## config.mk

```make
export PLATFORM = sky130hd
export DESIGN_NAME = ps2_host_tx
export DESIGN_NICKNAME = d
export VERILOG_FILES = /design/src/rtl/ps2_pkg.sv /design/src/rtl/ps2_sync_edge.sv /design/src/rtl/ps2_host_tx.sv
export SDC_FILE = /design/constraint.sdc
export NUM_CORES = 1
export LEC_CHECK = 0
export CAP_MARGIN = 20
export CORE_MARGIN = 2
export CORE_UTILIZATION = 42
export CTS_CLUSTER_SIZE = 28
export DETAILED_ROUTE_END_ITERATION = 7
export GPL_TIMING_DRIVEN = 0
export PLACE_DENSITY_LB_ADDON = 0.3
export SLEW_MARGIN = 20
export SYNTH_ARGS = -nofsm -noshare
export SYNTH_HDL_FRONTEND = slang
export SYNTH_HIERARCHICAL = 1
export SYNTH_SLANG_ARGS = --single-unit
```

## constraint.sdc

```tcl
create_clock -name CLOCK_50 -period 2.1 [get_ports CLOCK_50]
set_input_delay 0.63 -clock CLOCK_50 [delete_from_list [all_inputs] [get_ports CLOCK_50]]
set_output_delay 0.63 -clock CLOCK_50 [all_outputs]
set_load 0.05 [all_outputs]
```

## src/rtl/ps2_pkg.sv

```systemverilog
// Shared PS/2 definitions: FSM encoding, frame geometry, default timing.
package ps2_pkg;

  typedef enum logic [2:0] {
    S_IDLE      = 3'd0,
    S_INHIBIT   = 3'd1,
    S_REQ       = 3'd2,
    S_DATA      = 3'd3,
    S_PARITY    = 3'd4,
    S_STOP      = 3'd5,
    S_ACK       = 3'd6,
    S_WAIT_IDLE = 3'd7
  } ps2_state_t;

  // Host-to-device frame: 8 data + parity + stop + ack = 11 device clock edges.
  localparam int FRAME_EDGES = 11;
  localparam int DATA_BITS   = FRAME_EDGES - 3;

  // Cycles the host holds clock and data both low before releasing clock.
  localparam int REQ_CYCLES = 16;

  localparam int DEF_CLK_HZ         = 50_000_000;
  localparam int DEF_INHIBIT_CYCLES = 6000;
  localparam int DEF_TIMEOUT_CYCLES = 1_000_000;

  // PS/2 uses odd parity over the data byte.
  function automatic logic odd_parity(input logic [7:0] b);
    return ~^b;
  endfunction

endpackage

```

## src/rtl/ps2_sync_edge.sv

```systemverilog
// Two-flop synchronizer with a third history flop for falling-edge detect.
module ps2_sync_edge (
  input  logic clk_i,
  input  logic rst_i,
  input  logic d_i,
  output logic sync_o,
  output logic fall_o
);

  logic [2:0] sh_q;

  // Shift the raw line through; idle PS/2 lines are high, so reset to 1s.
  always_ff @(posedge clk_i) begin
    if (rst_i) sh_q <= 3'b111;
    else       sh_q <= {sh_q[1:0], d_i};
  end

  assign sync_o = sh_q[1];
  assign fall_o = sh_q[2] & ~sh_q[1];

endmodule

```

## src/rtl/ps2_host_tx.sv

```systemverilog
// PS/2 host-to-device byte transmitter. Outputs are open-drain enables:
// the pad wrapper drives PS2_CLK = ps2_clk_oe ? 1'b0 : 1'bz, same for PS2_DAT.
module ps2_host_tx
  import ps2_pkg::*;
#(
  parameter int CLK_HZ         = DEF_CLK_HZ,
  parameter int INHIBIT_CYCLES = DEF_INHIBIT_CYCLES,
  parameter int TIMEOUT_CYCLES = DEF_TIMEOUT_CYCLES
) (
  input  logic       CLOCK_50,
  input  logic       reset,
  input  logic       send,
  input  logic [7:0] cmd_byte,
  input  logic       ps2_clk_in,
  input  logic       ps2_dat_in,
  output logic       ps2_clk_oe,
  output logic       ps2_dat_oe,
  output logic       busy,
  output logic       done,
  output logic       error
);

  localparam int CMAX = (INHIBIT_CYCLES > REQ_CYCLES) ? INHIBIT_CYCLES : REQ_CYCLES;
  localparam int CW   = $clog2(CMAX) + 1;
  localparam int TW   = $clog2(TIMEOUT_CYCLES) + 1;

  // Timing constants assume a clock fast enough to resolve PS/2 (10-16 kHz).
  if (CLK_HZ < 1_000_000) begin : g_clk_chk
    $error("ps2_host_tx: CLK_HZ too low for PS/2 timing");
  end

  logic clk_s, clk_fall, dat_s;
  logic [1:0] dat_sync_q;

  ps2_sync_edge u_clk_sync (
    .clk_i  (CLOCK_50),
    .rst_i  (reset),
    .d_i    (ps2_clk_in),
    .sync_o (clk_s),
    .fall_o (clk_fall)
  );

  // Data line only needs synchronizing; it is sampled on clock edges.
  always_ff @(posedge CLOCK_50) begin
    if (reset) dat_sync_q <= 2'b11;
    else       dat_sync_q <= {dat_sync_q[0], ps2_dat_in};
  end
  assign dat_s = dat_sync_q[1];

  ps2_state_t    state_q, state_d;
  logic [7:0]    byte_q, byte_d;
  logic          par_q, par_d;
  logic [2:0]    bit_q, bit_d;
  logic [CW-1:0] cnt_q, cnt_d;
  logic [TW-1:0] tmo_q, tmo_d;
  logic          clk_oe_q, clk_oe_d, dat_oe_q, dat_oe_d;
  logic          done_q, done_d, err_q, err_d;

  logic inh_last, req_last, in_frame, tmo_fire;

  assign inh_last = (cnt_q == CW'(INHIBIT_CYCLES - 1));
  assign req_last = (cnt_q == CW'(REQ_CYCLES - 1));
  assign in_frame = (state_q == S_DATA) || (state_q == S_PARITY) || (state_q == S_STOP) ||
                    (state_q == S_ACK)  || (state_q == S_WAIT_IDLE);
  // A falling edge restarts the watchdog, so it takes priority over expiry.
  assign tmo_fire = in_frame && !clk_fall && (tmo_q == TW'(TIMEOUT_CYCLES - 1));

  // State register and datapath registers; reset aborts silently.
  always_ff @(posedge CLOCK_50) begin
    if (reset) begin
      state_q  <= S_IDLE;
      byte_q   <= '0;
      par_q    <= 1'b0;
      bit_q    <= '0;
      cnt_q    <= '0;
      tmo_q    <= '0;
      clk_oe_q <= 1'b0;
      dat_oe_q <= 1'b0;
      done_q   <= 1'b0;
      err_q    <= 1'b0;
    end else begin
      state_q  <= state_d;
      byte_q   <= byte_d;
      par_q    <= par_d;
      bit_q    <= bit_d;
      cnt_q    <= cnt_d;
      tmo_q    <= tmo_d;
      clk_oe_q <= clk_oe_d;
      dat_oe_q <= dat_oe_d;
      done_q   <= done_d;
      err_q    <= err_d;
    end
  end

  // Next-state, bit index, phase counter and watchdog.
  always_comb begin
    state_d = state_q;
    byte_d  = byte_q;
    par_d   = par_q;
    bit_d   = bit_q;
    cnt_d   = cnt_q;
    tmo_d   = tmo_q;
    if (in_frame) tmo_d = clk_fall ? '0 : tmo_q + TW'(1);
    case (state_q)
      S_IDLE: if (send) begin
        byte_d  = cmd_byte;
        par_d   = odd_parity(cmd_byte);
        cnt_d   = '0;
        state_d = S_INHIBIT;
      end
      S_INHIBIT: begin
        cnt_d = cnt_q + CW'(1);
        if (inh_last) begin
          cnt_d   = '0;
          state_d = S_REQ;
        end
      end
      S_REQ: begin
        cnt_d = cnt_q + CW'(1);
        if (req_last) begin
          cnt_d   = '0;
          bit_d   = '0;
          tmo_d   = '0;
          state_d = S_DATA;
        end
      end
      S_DATA: if (clk_fall) begin
        bit_d = bit_q + 3'd1;
        if (bit_q == 3'(DATA_BITS - 1)) state_d = S_PARITY;
      end
      S_PARITY:    if (clk_fall) state_d = S_STOP;
      S_STOP:      if (clk_fall) state_d = S_ACK;
      S_ACK:       if (clk_fall) state_d = dat_s ? S_IDLE : S_WAIT_IDLE;
      S_WAIT_IDLE: if (clk_s && dat_s) state_d = S_IDLE;
      default:     state_d = S_IDLE;
    endcase
    if (tmo_fire) state_d = S_IDLE;
  end

  // Next values of the registered line enables and status pulses.
  always_comb begin
    clk_oe_d = clk_oe_q;
    dat_oe_d = dat_oe_q;
    done_d   = 1'b0;
    err_d    = 1'b0;
    case (state_q)
      S_IDLE:      if (send) begin clk_oe_d = 1'b1; dat_oe_d = 1'b0; end
      S_INHIBIT:   if (inh_last) dat_oe_d = 1'b1;
      S_REQ:       if (req_last) clk_oe_d = 1'b0;
      S_DATA:      if (clk_fall) dat_oe_d = ~byte_q[bit_q];
      S_PARITY:    if (clk_fall) dat_oe_d = ~par_q;
      S_STOP:      if (clk_fall) dat_oe_d = 1'b0;
      S_ACK:       if (clk_fall && dat_s) err_d = 1'b1;
      S_WAIT_IDLE: if (clk_s && dat_s) done_d = 1'b1;
      default:     ;
    endcase
    if (tmo_fire && !done_d) begin
      err_d    = 1'b1;
      clk_oe_d = 1'b0;
      dat_oe_d = 1'b0;
    end
  end

  assign ps2_clk_oe = clk_oe_q;
  assign ps2_dat_oe = dat_oe_q;
  assign busy       = (state_q != S_IDLE);
  assign done       = done_q;
  assign error      = err_q;

endmodule

```

==> summary.md, run 1 <==
| Metric | Value |
|---|---|
| Reg2Reg Capture Point | tmo_q[3]$_SDFF_PP0_ |
| Aggregate global-route resource usage | 18.8% |
| Post-detail-place hpwl | 5340 um |
| Max Clock Skew | 10.6 ps |
| Max-slew violation count | 0 |
| Most frequent cells in the layout | sky130_fd_sc_hd__dfxtp_1, sky130_fd_sc_hd__nand2_1, sky130_fd_sc_hd__a21oi_1 |
| Fraction of the yosys area taken by sequential cells | 36.2% |
| Standard cell core area | 7610 sq um |
| Type of element launching the critical path | flop |
| Pin count of the biggest net entering global routing | 11 |
| Hold Vio Cnt, Final | 0 |
| Deepest level of the CTS H-tree | 3 |
| Hold Crit Endpoint | u_clk_sync/sh_q[1]$_SDFF_PP1_ |
| Post-CTS repair timing setup buffer count | 0 |
| Iteration-0 DRC count of the detailed router | 205 |
| Number of antenna violations at the first check in global routing | 0 |
| Placement Rows | 32 |
| Vias in the first global route | 2,740 |
| Post-detailed-routing wire length | 7510 um |
| Antenna Nets Post-Route | 0 |
| Largest area contributor in the netlist | sky130_fd_sc_hd__dfxtp_1 |
| Area taken by flip-flops and latches | 1180 sq um |
| # port buffers | 17 |
| Clk buf depth | 2 |
| Least-Margin Pin Slew | 535 ps |
| Highest-delay cell along the critical path | sky130_fd_sc_hd__or4_4 |
| Crit Path Max Fanout | 10 |
| Proportion of netlist area held by the largest area contributor | 36.2% |
| Kind of capture point of the worst setup path | flop |
| Clock Latency Late Sink | 340 ps |
| Detailed-router iteration count before antenna repair | 5 |
| Netlist area before placement | 3260 sq um |
| Multi-input combinational cell area | 1950 sq um |
| Power Density | 906 nW/um^2 |
| Number of buffers created by CTS | 9 |
| Most common cell after layout, fill and taps aside | sky130_fd_sc_hd__dfxtp_1 |
| Most used flip-flop cell after synthesis | sky130_fd_sc_hd__dfxtp_1 |
| Total DRC errors in the routed layout | 0 |
| Reg clk slew, reported paths | 70 ps |
| DR vias/cell | 5.61 |
| Crit Path Category | reg -> reg |
| Overflow after GRT | 0 |
| Post-synthesis net count | 416 |
| Fraction of final layout cells sized beyond drive strength 1 | 12.5% |
| Final layout net count | 444 |
| Final GP Congestion | 0.840 |
| Reg-to-reg slack, setup | 70 ps |
| DIE WIDTH | 92.1 um |
| Power after layout | 0.00346 W |
| Sinks on the clock net | 59 |
| Max cap viols | 0 |
| Mean instance size in the synthesized netlist | 8.17 sq um |
| Relative slew slack | 64.4% |
| First-pass GRT wire length | 13,000 um |
| Hold path depth | 1 |
| Initial core utilization | 42.9% |
| Final core utilization | 50.2% |
| Maximum ir drop on the vdd rail | 480 uV |
| Setup-violating endpoint count in the final report | 0 |
| Layout fillers | 740 |
| Height of the die | 92.1 um |
| Leakage | 1.42 nW |
| Count of state elements after synthesis | 59 |
| Post-synthesis instance total | 399 |
| Number of enable-type register cells in the synthesized netlist | 0 |
| Depth of the most critical reg-to-reg path | 7 |
| Post-synthesis cell type count | 63 |
| Signal arrival time at the worst endpoint | 2250 ps |
| Async set-reset flop share out of synthesis | 0% |
| Vias | 2,997 |
| Crit path cell chain | buf_6 -> or4_4 -> nor4_4 -> a21o_1 -> buf_6 -> buf_8 -> nor2_1 |
| Kind of path behind the tightest hold check | reg -> reg |
| Clock tree from TritonCTS | done |
| Critical R2R Launch | cnt_q[6]$_SDFFE_PP0P_ |
| Upper clock frequency limit | 0.493 GHz |
| Critical path required time | 2320 ps |
| Inserted Diodes | 0 |
| Area Growth Syn to Fin | 17.2% |
| Outcome | complete, no violations |
| Number of warning messages in the yosys log | 6 |
| Clock root buffer | sky130_fd_sc_hd__clkbuf_8 |
| Crit path top cell by count | sky130_fd_sc_hd__buf_6 |
| Routed length per instance | 14.1 um |
| I/O pin cnt | 18 |
| Time the final worst path needs with I/O delays and setup | 2030 ps |
| Critical path's largest stage delay | 560 ps |
| Final cycle utilization of the critical path | 96.5% |
| Min-delay src | u_clk_sync/sh_q[0]$_SDFF_PP1_ |
| Number of buffers inserted by hold repair at cts | 0 |
| Synth area leaders | sky130_fd_sc_hd__dfxtp_1, sky130_fd_sc_hd__nand2_1, sky130_fd_sc_hd__a21oi_1, sky130_fd_sc_hd__nor2_1, sky130_fd_sc_hd__mux2i_1 |
| Die Outline Area | 8480 sq um |
metal layers:
metal / wire length [um] / vias to the layer above / global-route usage (%)
li1: - / 1499 / -
met1: 3550 / 1410 / 25.2
met3: 342 / 7 / 4.68
met4: 61 / 0 / 5.22
met5: 0 / - / 0
met2: 3550 / 81 / 30.3
worst max-delay path by stage:
stage / start / end / slack [ps]
after floorplan: cnt_q[6]$_SDFFE_PP0P_ / tmo_q[11]$_SDFF_PP0_ / 310
after global placement: send / cnt_q[13]$_SDFFE_PP0P_ / -310
after detailed placement: send / cnt_q[6]$_SDFFE_PP0P_ / -390
after CTS: done$_SDFF_PP0_ / done / 20
after global routing: cnt_q[6]$_SDFFE_PP0P_ / tmo_q[7]$_SDFF_PP0_ / -4
final: cnt_q[6]$_SDFFE_PP0P_ / tmo_q[3]$_SDFF_PP0_ / 70
metrics by stage:
stage | setup WS, ps | hold slack [ps] | setup TNS, ps | instances | instance area (sq um)
after global placement | -309 | 391 | -6210 | 518 | 3560
after detailed placement | -386 | 396 | -7280 | 518 | 3560
after global routing | -3.84 | 442 | -3.84 | 534 | 3820
after floorplan | 310 | 383 | 0 | 399 | 3260
after CTS | 18.0 | 417 | 0 | 534 | 3790
final | 72.7 | 412 | 0 | 534 | 3820
flip-flops by register name, summed over array words and instances (netlist names):
| signal | count |
|---|---|
| bit_q | 3 |
| byte_q | 8 |
| cnt_q | 14 |
| done | 1 |
| ps2_dat_oe | 1 |
| state_q | 3 |
| u_clk_sync/sh_q | 3 |
| ps2_clk_oe | 1 |
| dat_sync_q | 2 |
| tmo_q | 21 |
| error | 1 |
| par_q | 1 |
layout make-up:
class                           instances  share of cell area (%)
Timing Repair Buffer                   17                    4.39
Multi-Input combinational cell        310                    51.0
Tap cell                              102                    3.34
Clock buffer                           12                    4.06
Clock inverter                          4                    1.90
Buffer                                 20                    3.34
Sequential cell                        59                    30.9
Inverter                               10                   0.982
report_power, final:
part	leakage [nW]	internal (W)	total (W)	switching (W)
Sequential	0.480	0.00122	0.00131	0.0000900
Combinational	0.824	0.000376	0.000972	0.000596
Clock	0.113	0.000732	0.00118	0.000449
Total	1.42	0.00233	0.00346	0.00113
critical path, delay by kind of cell, from the launching register on:
family                 cells  cell delay, ps
and+or+nand+nor            3             990
buffers and inverters      3             410
DFF                        1             310
AOI/OAI and AO/OA          1             190
what timing repair did:
item,CTS,global route
cloned,0,0
resized for setup,10,12
hold endpoints to repair,0,0
endpoints found under the setup margin,10,27
cell usage after synthesis (3+ instances only):
| library cell | instances |
|---|---|
| sky130_fd_sc_hd__nand4_1 | 10 |
| sky130_fd_sc_hd__inv_1 | 10 |
| sky130_fd_sc_hd__a2bb2oi_1 | 4 |
| sky130_fd_sc_hd__or2_1 | 3 |
| sky130_fd_sc_hd__nand3_1 | 17 |
| sky130_fd_sc_hd__nand2b_1 | 4 |
| sky130_fd_sc_hd__nand2_1 | 55 |
| sky130_fd_sc_hd__mux2i_1 | 13 |
| sky130_fd_sc_hd__clkbuf_1 | 11 |
| sky130_fd_sc_hd__ha_1 | 4 |
| sky130_fd_sc_hd__or2_2 | 4 |
| sky130_fd_sc_hd__or3_1 | 3 |
| sky130_fd_sc_hd__nor3_1 | 15 |
| sky130_fd_sc_hd__dfxtp_1 | 59 |
| sky130_fd_sc_hd__o21ai_0 | 14 |
| sky130_fd_sc_hd__and3_1 | 7 |
| sky130_fd_sc_hd__buf_1 | 3 |
| sky130_fd_sc_hd__a31oi_1 | 3 |
| sky130_fd_sc_hd__nor2_1 | 38 |
| sky130_fd_sc_hd__mux2_2 | 5 |
| sky130_fd_sc_hd__a22oi_1 | 4 |
| sky130_fd_sc_hd__a21oi_1 | 41 |
| sky130_fd_sc_hd__nor4_1 | 7 |
| sky130_fd_sc_hd__xnor2_1 | 12 |
| sky130_fd_sc_hd__and4_1 | 3 |
| sky130_fd_sc_hd__buf_6 | 3 |
cells by family (layout without fill, tap and decap cells):
| family | after synthesis | after routing | synth area share [%] |
|---|---|---|---|
| XOR/XNOR | 14 | 14 | 3.76 |
| AND/OR/NAND/NOR | 182 | 182 | 28.4 |
| AO/OA/AOI/OAI | 90 | 90 | 18.2 |
| adder cells (fa/ha/maj) | 4 | 4 | 1.53 |
| flip-flops | 59 | 59 | 36.2 |
| buffers and inverters | 30 | 63 | 4.83 |
| multiplexers | 20 | 20 | 7.10 |
No activity file was read; power rests on OpenSTA's default activity.
==> inputs of run 2 (changes only) <==
- TNS_END_PERCENT: not set -> 10
==> run 2 against run 1 <==
  * Core utilization barely moved
  * Fmax increased by 0.18%
  * Combinational power about the same
  * Sequential share of layout area about the same
  * Non-clock buffer count did not move
  * Register-to-register slack barely moved
  * Critical endpoint is now tmo_q[7]$_SDFF_PP0_
==> summary.md, run 2 (synthesis results as in run 1) <==
| Metric | Value |
|---|---|
| Outcome | complete, no violations |
| Placement Rows | 32 |
| Antenna Nets Post-Route | 0 |
| Total DRC errors in the routed layout | 0 |
| Post-route worst setup slack | 76.3 ps |
| Post-detailed-routing wire length | 7490 um |
| Relative slew slack | 65.9% |
| Post-placement worst setup slack | -386 ps |
| Final layout net count | 444 |
| Largest register FFs | 21 |
| First-pass GRT wire length | 13,000 um |
| Crit Path Category | reg -> reg |
| Fraction of final layout cells sized beyond drive strength 1 | 12.3% |
| Type of element launching the critical path | flop |
| Reg-to-reg slack, setup | 80 ps |
| Most frequent cells in the layout | sky130_fd_sc_hd__dfxtp_1, sky130_fd_sc_hd__nand2_1, sky130_fd_sc_hd__a21oi_1 |
| Post-CTS repair timing setup buffer count | 0 |
| Die Outline Area | 8480 sq um |
| Biggest register | tmo_q |
| Vias in the first global route | 2,740 |
| Reg clk slew, reported paths | 70 ps |
| Detailed-router iteration count before antenna repair | 4 |
| Kind of capture point of the worst setup path | flop |
| Max cap viols | 0 |
| Overflow after GRT | 0 |
| Clock tree from TritonCTS | done |
| Final cycle utilization of the critical path | 96.4% |
| Iteration-0 DRC count of the detailed router | 182 |
| Kind of path behind the tightest hold check | reg -> reg |
| Post-detail-place hpwl | 5340 um |
| Number of buffers created by CTS | 9 |
| Maximum ir drop on the vdd rail | 478 uV |
| Number of buffers inserted by hold repair at cts | 0 |
| Signal arrival time at the worst endpoint | 2250 ps |
| I/O pin cnt | 18 |
| Max Clock Skew | 10.6 ps |
| DR vias/cell | 5.57 |
| Clock root buffer | sky130_fd_sc_hd__clkbuf_8 |
| Leakage | 1.42 nW |
| Crit Path Max Fanout | 10 |
| Met1 layer wirelength in the final routing | 3580 um |
| Depth of the most critical reg-to-reg path | 7 |
| Pin count of the biggest net entering global routing | 11 |
| Aggregate global-route resource usage | 18.8% |
| Least-Margin Pin Slew | 512 ps |
| Largest registers | tmo_q x21, cnt_q x14, byte_q x8 |
| Critical path required time | 2320 ps |
| Clk buf depth | 2 |
| Hold Vio Cnt, Final | 0 |
| Max-slew violation count | 0 |
| Most common cell after layout, fill and taps aside | sky130_fd_sc_hd__dfxtp_1 |
| Inserted Diodes | 0 |
| Clock Latency Late Sink | 340 ps |
| Vias | 2,974 |
| Deepest level of the CTS H-tree | 3 |
| Power after layout | 0.00346 W |
| WL met3 | 345 um |
| Time the final worst path needs with I/O delays and setup | 2020 ps |
| Met2 Routed Length | 3520 um |
| Uppermost layer routed | met4 |
| Hold path depth | 1 |
| RSZ-0062 raised after global routing | yes |
| Setup-violating endpoint count in the final report | 0 |
| DIE WIDTH | 92.1 um |
| Number of antenna violations at the first check in global routing | 0 |
| Routed length per instance | 14.0 um |
| Upper clock frequency limit | 0.494 GHz |
| Sinks on the clock net | 59 |
| Layout fillers | 740 |
| Power Density | 906 nW/um^2 |
| Height of the die | 92.1 um |
| # port buffers | 17 |
| Final GP Congestion | 0.840 |
| Standard cell core area | 7610 sq um |
| Initial core utilization | 42.9% |
| Area Growth Syn to Fin | 17.2% |
==> run 2: cell counts in the layout (fill, tap and decap cells not counted) <==
Identical to the previous run, type by type.
==> run 2: where the power goes <==
group	switching [W]	internal [W]
logic	0.000595	0.000375
registers	0.0000904	0.00122
clock network	0.000450	0.000731
total	0.00114	0.00233
==> run 2: per-stage QoR <==
step           cells  cell area [sq um]  hold slack (ps)  utilization [%]  TNS (ps)
4_1_cts          534               3790              417             49.8         0
2_1_floorplan    399               3260              383                -         0
6_report         534               3820              413             50.2         0
5_1_grt          534               3820              442             50.2     -8.56
3_3_place_gp     518               3560              391             46.8     -6210
3_5_place_dp     518               3560              396             46.8     -7280
==> run 2: worst paths after layout <==
check,from,end
max reg2reg,cnt_q[6]$_SDFFE_PP0P_,tmo_q[7]$_SDFF_PP0_
min,u_clk_sync/sh_q[0]$_SDFF_PP1_,u_clk_sync/sh_q[1]$_SDFF_PP1_
max,cnt_q[6]$_SDFFE_PP0P_,tmo_q[7]$_SDFF_PP0_
min reg2reg,u_clk_sync/sh_q[0]$_SDFF_PP1_,u_clk_sync/sh_q[1]$_SDFF_PP1_
==> run 2: per-layer routing <==
layer  vias to the layer above  global-route usage [%]
met3                         5                    4.68
met2                        74                    30.3
met5                         -                       0
met1                      1394                    25.2
li1                       1501                       -
met4                         0                    5.22
==> run 2: cell type report <==
| cell class | count | area [sq um] | share of cell area (%) |
|---|---|---|---|
| multi-input cells | 310 | 1950 | 51.0 |
| flip-flops and latches | 59 | 1180 | 31.0 |
| repair buffers | 17 | 168 | 4.39 |
| clock buffers | 12 | 155 | 4.06 |
| plain buffers | 20 | 128 | 3.34 |
| well taps | 102 | 128 | 3.34 |
| clock inverters | 4 | 72.6 | 1.90 |
| inverters | 10 | 37.5 | 0.983 |
==> run 2: worst max-delay path, stage by stage, from the launching register on <==
cell and delay, ps:
sky130_fd_sc_hd__dfxtp_1 310, sky130_fd_sc_hd__buf_6 130, sky130_fd_sc_hd__or4_4 560, sky130_fd_sc_hd__nor4_4 380, sky130_fd_sc_hd__a21o_1 190, sky130_fd_sc_hd__buf_6 140
sky130_fd_sc_hd__buf_8 140, sky130_fd_sc_hd__nor2_1 50
==> run 2: timing repair <==
action,in CTS,in global routing
setup endpoints to repair,10,27
resized for setup,10,11
cloned,0,0
==> inputs of run 3 (changes only) <==
- clock period: 2.1 -> 2.04 ns (I/O delays scaled with it)
==> run 3 against run 2 <==
  * Core utilization stayed put
  * Sequential share of layout area unchanged
  * Worst setup slack worse by 33 ps
  * Critical endpoint is now busy
  * Via count down 0.71%
  * Register-to-register slack better by 20 ps
  * Sequential power is 3% higher
  * Largest power group unchanged
==> summary.md, run 3 (synthesis results as in run 1) <==
| Metric | Value |
|---|---|
| Outcome | complete, no violations |
| Clk buf depth | 2 |
| Clock root buffer | sky130_fd_sc_hd__clkbuf_8 |
| Share of total power in combinational logic | 27.8% |
| Number of buffers inserted by hold repair at cts | 0 |
| Number of antenna violations at the first check in global routing | 0 |
| Clk network pwr share | 34.1% |
| Sinks on the clock net | 59 |
| Detailed-router iteration count before antenna repair | 4 |
| Height of the die | 92.1 um |
| Crit Path Category | reg -> out |
| Post-detail-place hpwl | 5340 um |
| Type of element launching the critical path | flop |
| Final GP Congestion | 0.840 |
| Initial core utilization | 42.9% |
| Overflow after GRT | 0 |
| Aggregate global-route resource usage | 18.8% |
| Kind of capture point of the worst setup path | primary output |
| Met1 layer wirelength in the final routing | 3570 um |
| Largest register FFs | 21 |
| Max cap viols | 0 |
| Antenna Nets Post-Route | 0 |
| Area Growth Syn to Fin | 17.2% |
| Maximum ir drop on the vdd rail | 493 uV |
| Final core utilization | 50.2% |
| First-pass GRT wire length | 13,000 um |
| Upper clock frequency limit | 0.501 GHz |
| Critical path required time | 1430 ps |
| Pin count of the biggest net entering global routing | 11 |
| Setup-violating endpoint count in the final report | 0 |
| Least-Margin Pin Slew | 508 ps |
| Relative slew slack | 66.1% |
| Die Outline Area | 8480 sq um |
| Fraction of final layout cells sized beyond drive strength 1 | 12.5% |
| RSZ-0062 raised after global routing | yes |
| Internal Power | 0.00239 W |
| # port buffers | 17 |
| Inserted Diodes | 0 |
| Vias | 2,953 |
| Met2 Routed Length | 3530 um |
| Largest registers | tmo_q x21, cnt_q x14, byte_q x8 |
| I/O pin cnt | 18 |
| Time the final worst path needs with I/O delays and setup | 2000 ps |
| Max Clock Skew | 10.5 ps |
| Leakage | 1.41 nW |
| Post-CTS repair timing setup buffer count | 0 |
| Post-detailed-routing wire length | 7490 um |
| Fraction of power spent switching nets | 32.7% |
| Vias in the first global route | 2,740 |
| Switching power summed over all nets | 0.00116 W |
| Final cycle utilization of the critical path | 97.9% |
| Clock tree from TritonCTS | done |
| Total DRC errors in the routed layout | 0 |
| Routed length per instance | 14.0 um |
| Power Density | 929 nW/um^2 |
| Number of buffers created by CTS | 9 |
| Max-slew violation count | 0 |
| Biggest register | tmo_q |
| Hold_ws | 411 ps |
| DIE WIDTH | 92.1 um |
| Total negative setup slack | 0 ps |
| Crit Path Max Fanout | 10 |
| Standard cell core area | 7610 sq um |
| Reg clk slew, reported paths | 70 ps |
| Deepest level of the CTS H-tree | 3 |
| Most common cell after layout, fill and taps aside | sky130_fd_sc_hd__dfxtp_1 |
| WL met3 | 335 um |
| Signal arrival time at the worst endpoint | 1380 ps |
| Iteration-0 DRC count of the detailed router | 213 |
| Final layout net count | 444 |
| Sequential fraction of design power | 38.0% |
| Uppermost layer routed | met4 |
| Hold Vio Cnt, Final | 0 |
| Most frequent cells in the layout | sky130_fd_sc_hd__dfxtp_1, sky130_fd_sc_hd__nand2_1, sky130_fd_sc_hd__a21oi_1 |
| DR vias/cell | 5.53 |
| Placement Rows | 32 |
| Kind of path behind the tightest hold check | reg -> reg |
| Clock Latency Late Sink | 340 ps |
[run 3: cell count changes in the layout (fill, tap and decap cells not counted), sizes merged]
| cell | previous run | this run |
|---|---|---|
| dlymetal6s2s | 2 | 0 |
| dlygate4sd2 | 2 | 4 |
[run 3: what timing repair did]
action	CTS	global route
resized for setup	14	8
setup endpoints to repair	17	31
endpoints found under the hold margin	0	0
pin swaps	0	2
[run 3: cell type report]
class / instances / area [sq um]
buffer: 20 / 129
fill: 740 / 3790
clock buffer: 12 / 155
inverter: 10 / 37.5
sequential: 59 / 1180
multi-input combinational: 310 / 1960
timing repair buffer: 17 / 160
tap: 102 / 128
clock inverter: 4 / 72.6
[run 3: worst paths after layout]
path / from / end / slack [ps] / cells after the start
max reg2reg: cnt_q[6]$_SDFFE_PP0P_ / state_q[1]$_SDFFE_PP0P_ / 100 / 6
max: state_q[0]$_SDFFE_PP0P_ / busy / 40 / 4
min: u_clk_sync/sh_q[0]$_SDFF_PP1_ / u_clk_sync/sh_q[1]$_SDFF_PP1_ / 410 / 1
min reg2reg: u_clk_sync/sh_q[0]$_SDFF_PP1_ / u_clk_sync/sh_q[1]$_SDFF_PP1_ / 410 / 1
[run 3: stage by stage]
stage               power [W]  cells  setup WS [ps]  area (sq um)
finish                0.00355    534           43.6          3820
global route          0.00375    534          -44.8          3820
CTS                   0.00354    534           3.59          3790
detailed placement    0.00235    518           -428          3560
global placement      0.00232    518           -351          3560
floorplan             0.00209    399            250          3260
[run 3: per-layer routing]
layer | vias up | global-route usage, %
met5 | - | 0
met4 | 0 | 5.22
met3 | 6 | 4.68
met2 | 66 | 30.3
met1 | 1382 | 25.2
li1 | 1499 | -
[run 3: worst max-delay path, stage by stage, from the launching register on]
cell                      delay [ps]
sky130_fd_sc_hd__dfxtp_1         330
sky130_fd_sc_hd__buf_2           200
sky130_fd_sc_hd__nor3_2          260
sky130_fd_sc_hd__inv_1            60
sky130_fd_sc_hd__buf_2           210
[run 3: power by group through the flow]
stage | sequential [W] | combinational [W] | clock [W]
floorplan | 0.00139 | 0.000703 | 0
global placement | 0.00137 | 0.000953 | 0
detailed placement | 0.00137 | 0.000973 | 0
CTS | 0.00135 | 0.000968 | 0.00123
global route | 0.00137 | 0.00108 | 0.00130
finish | 0.00135 | 0.000989 | 0.00121
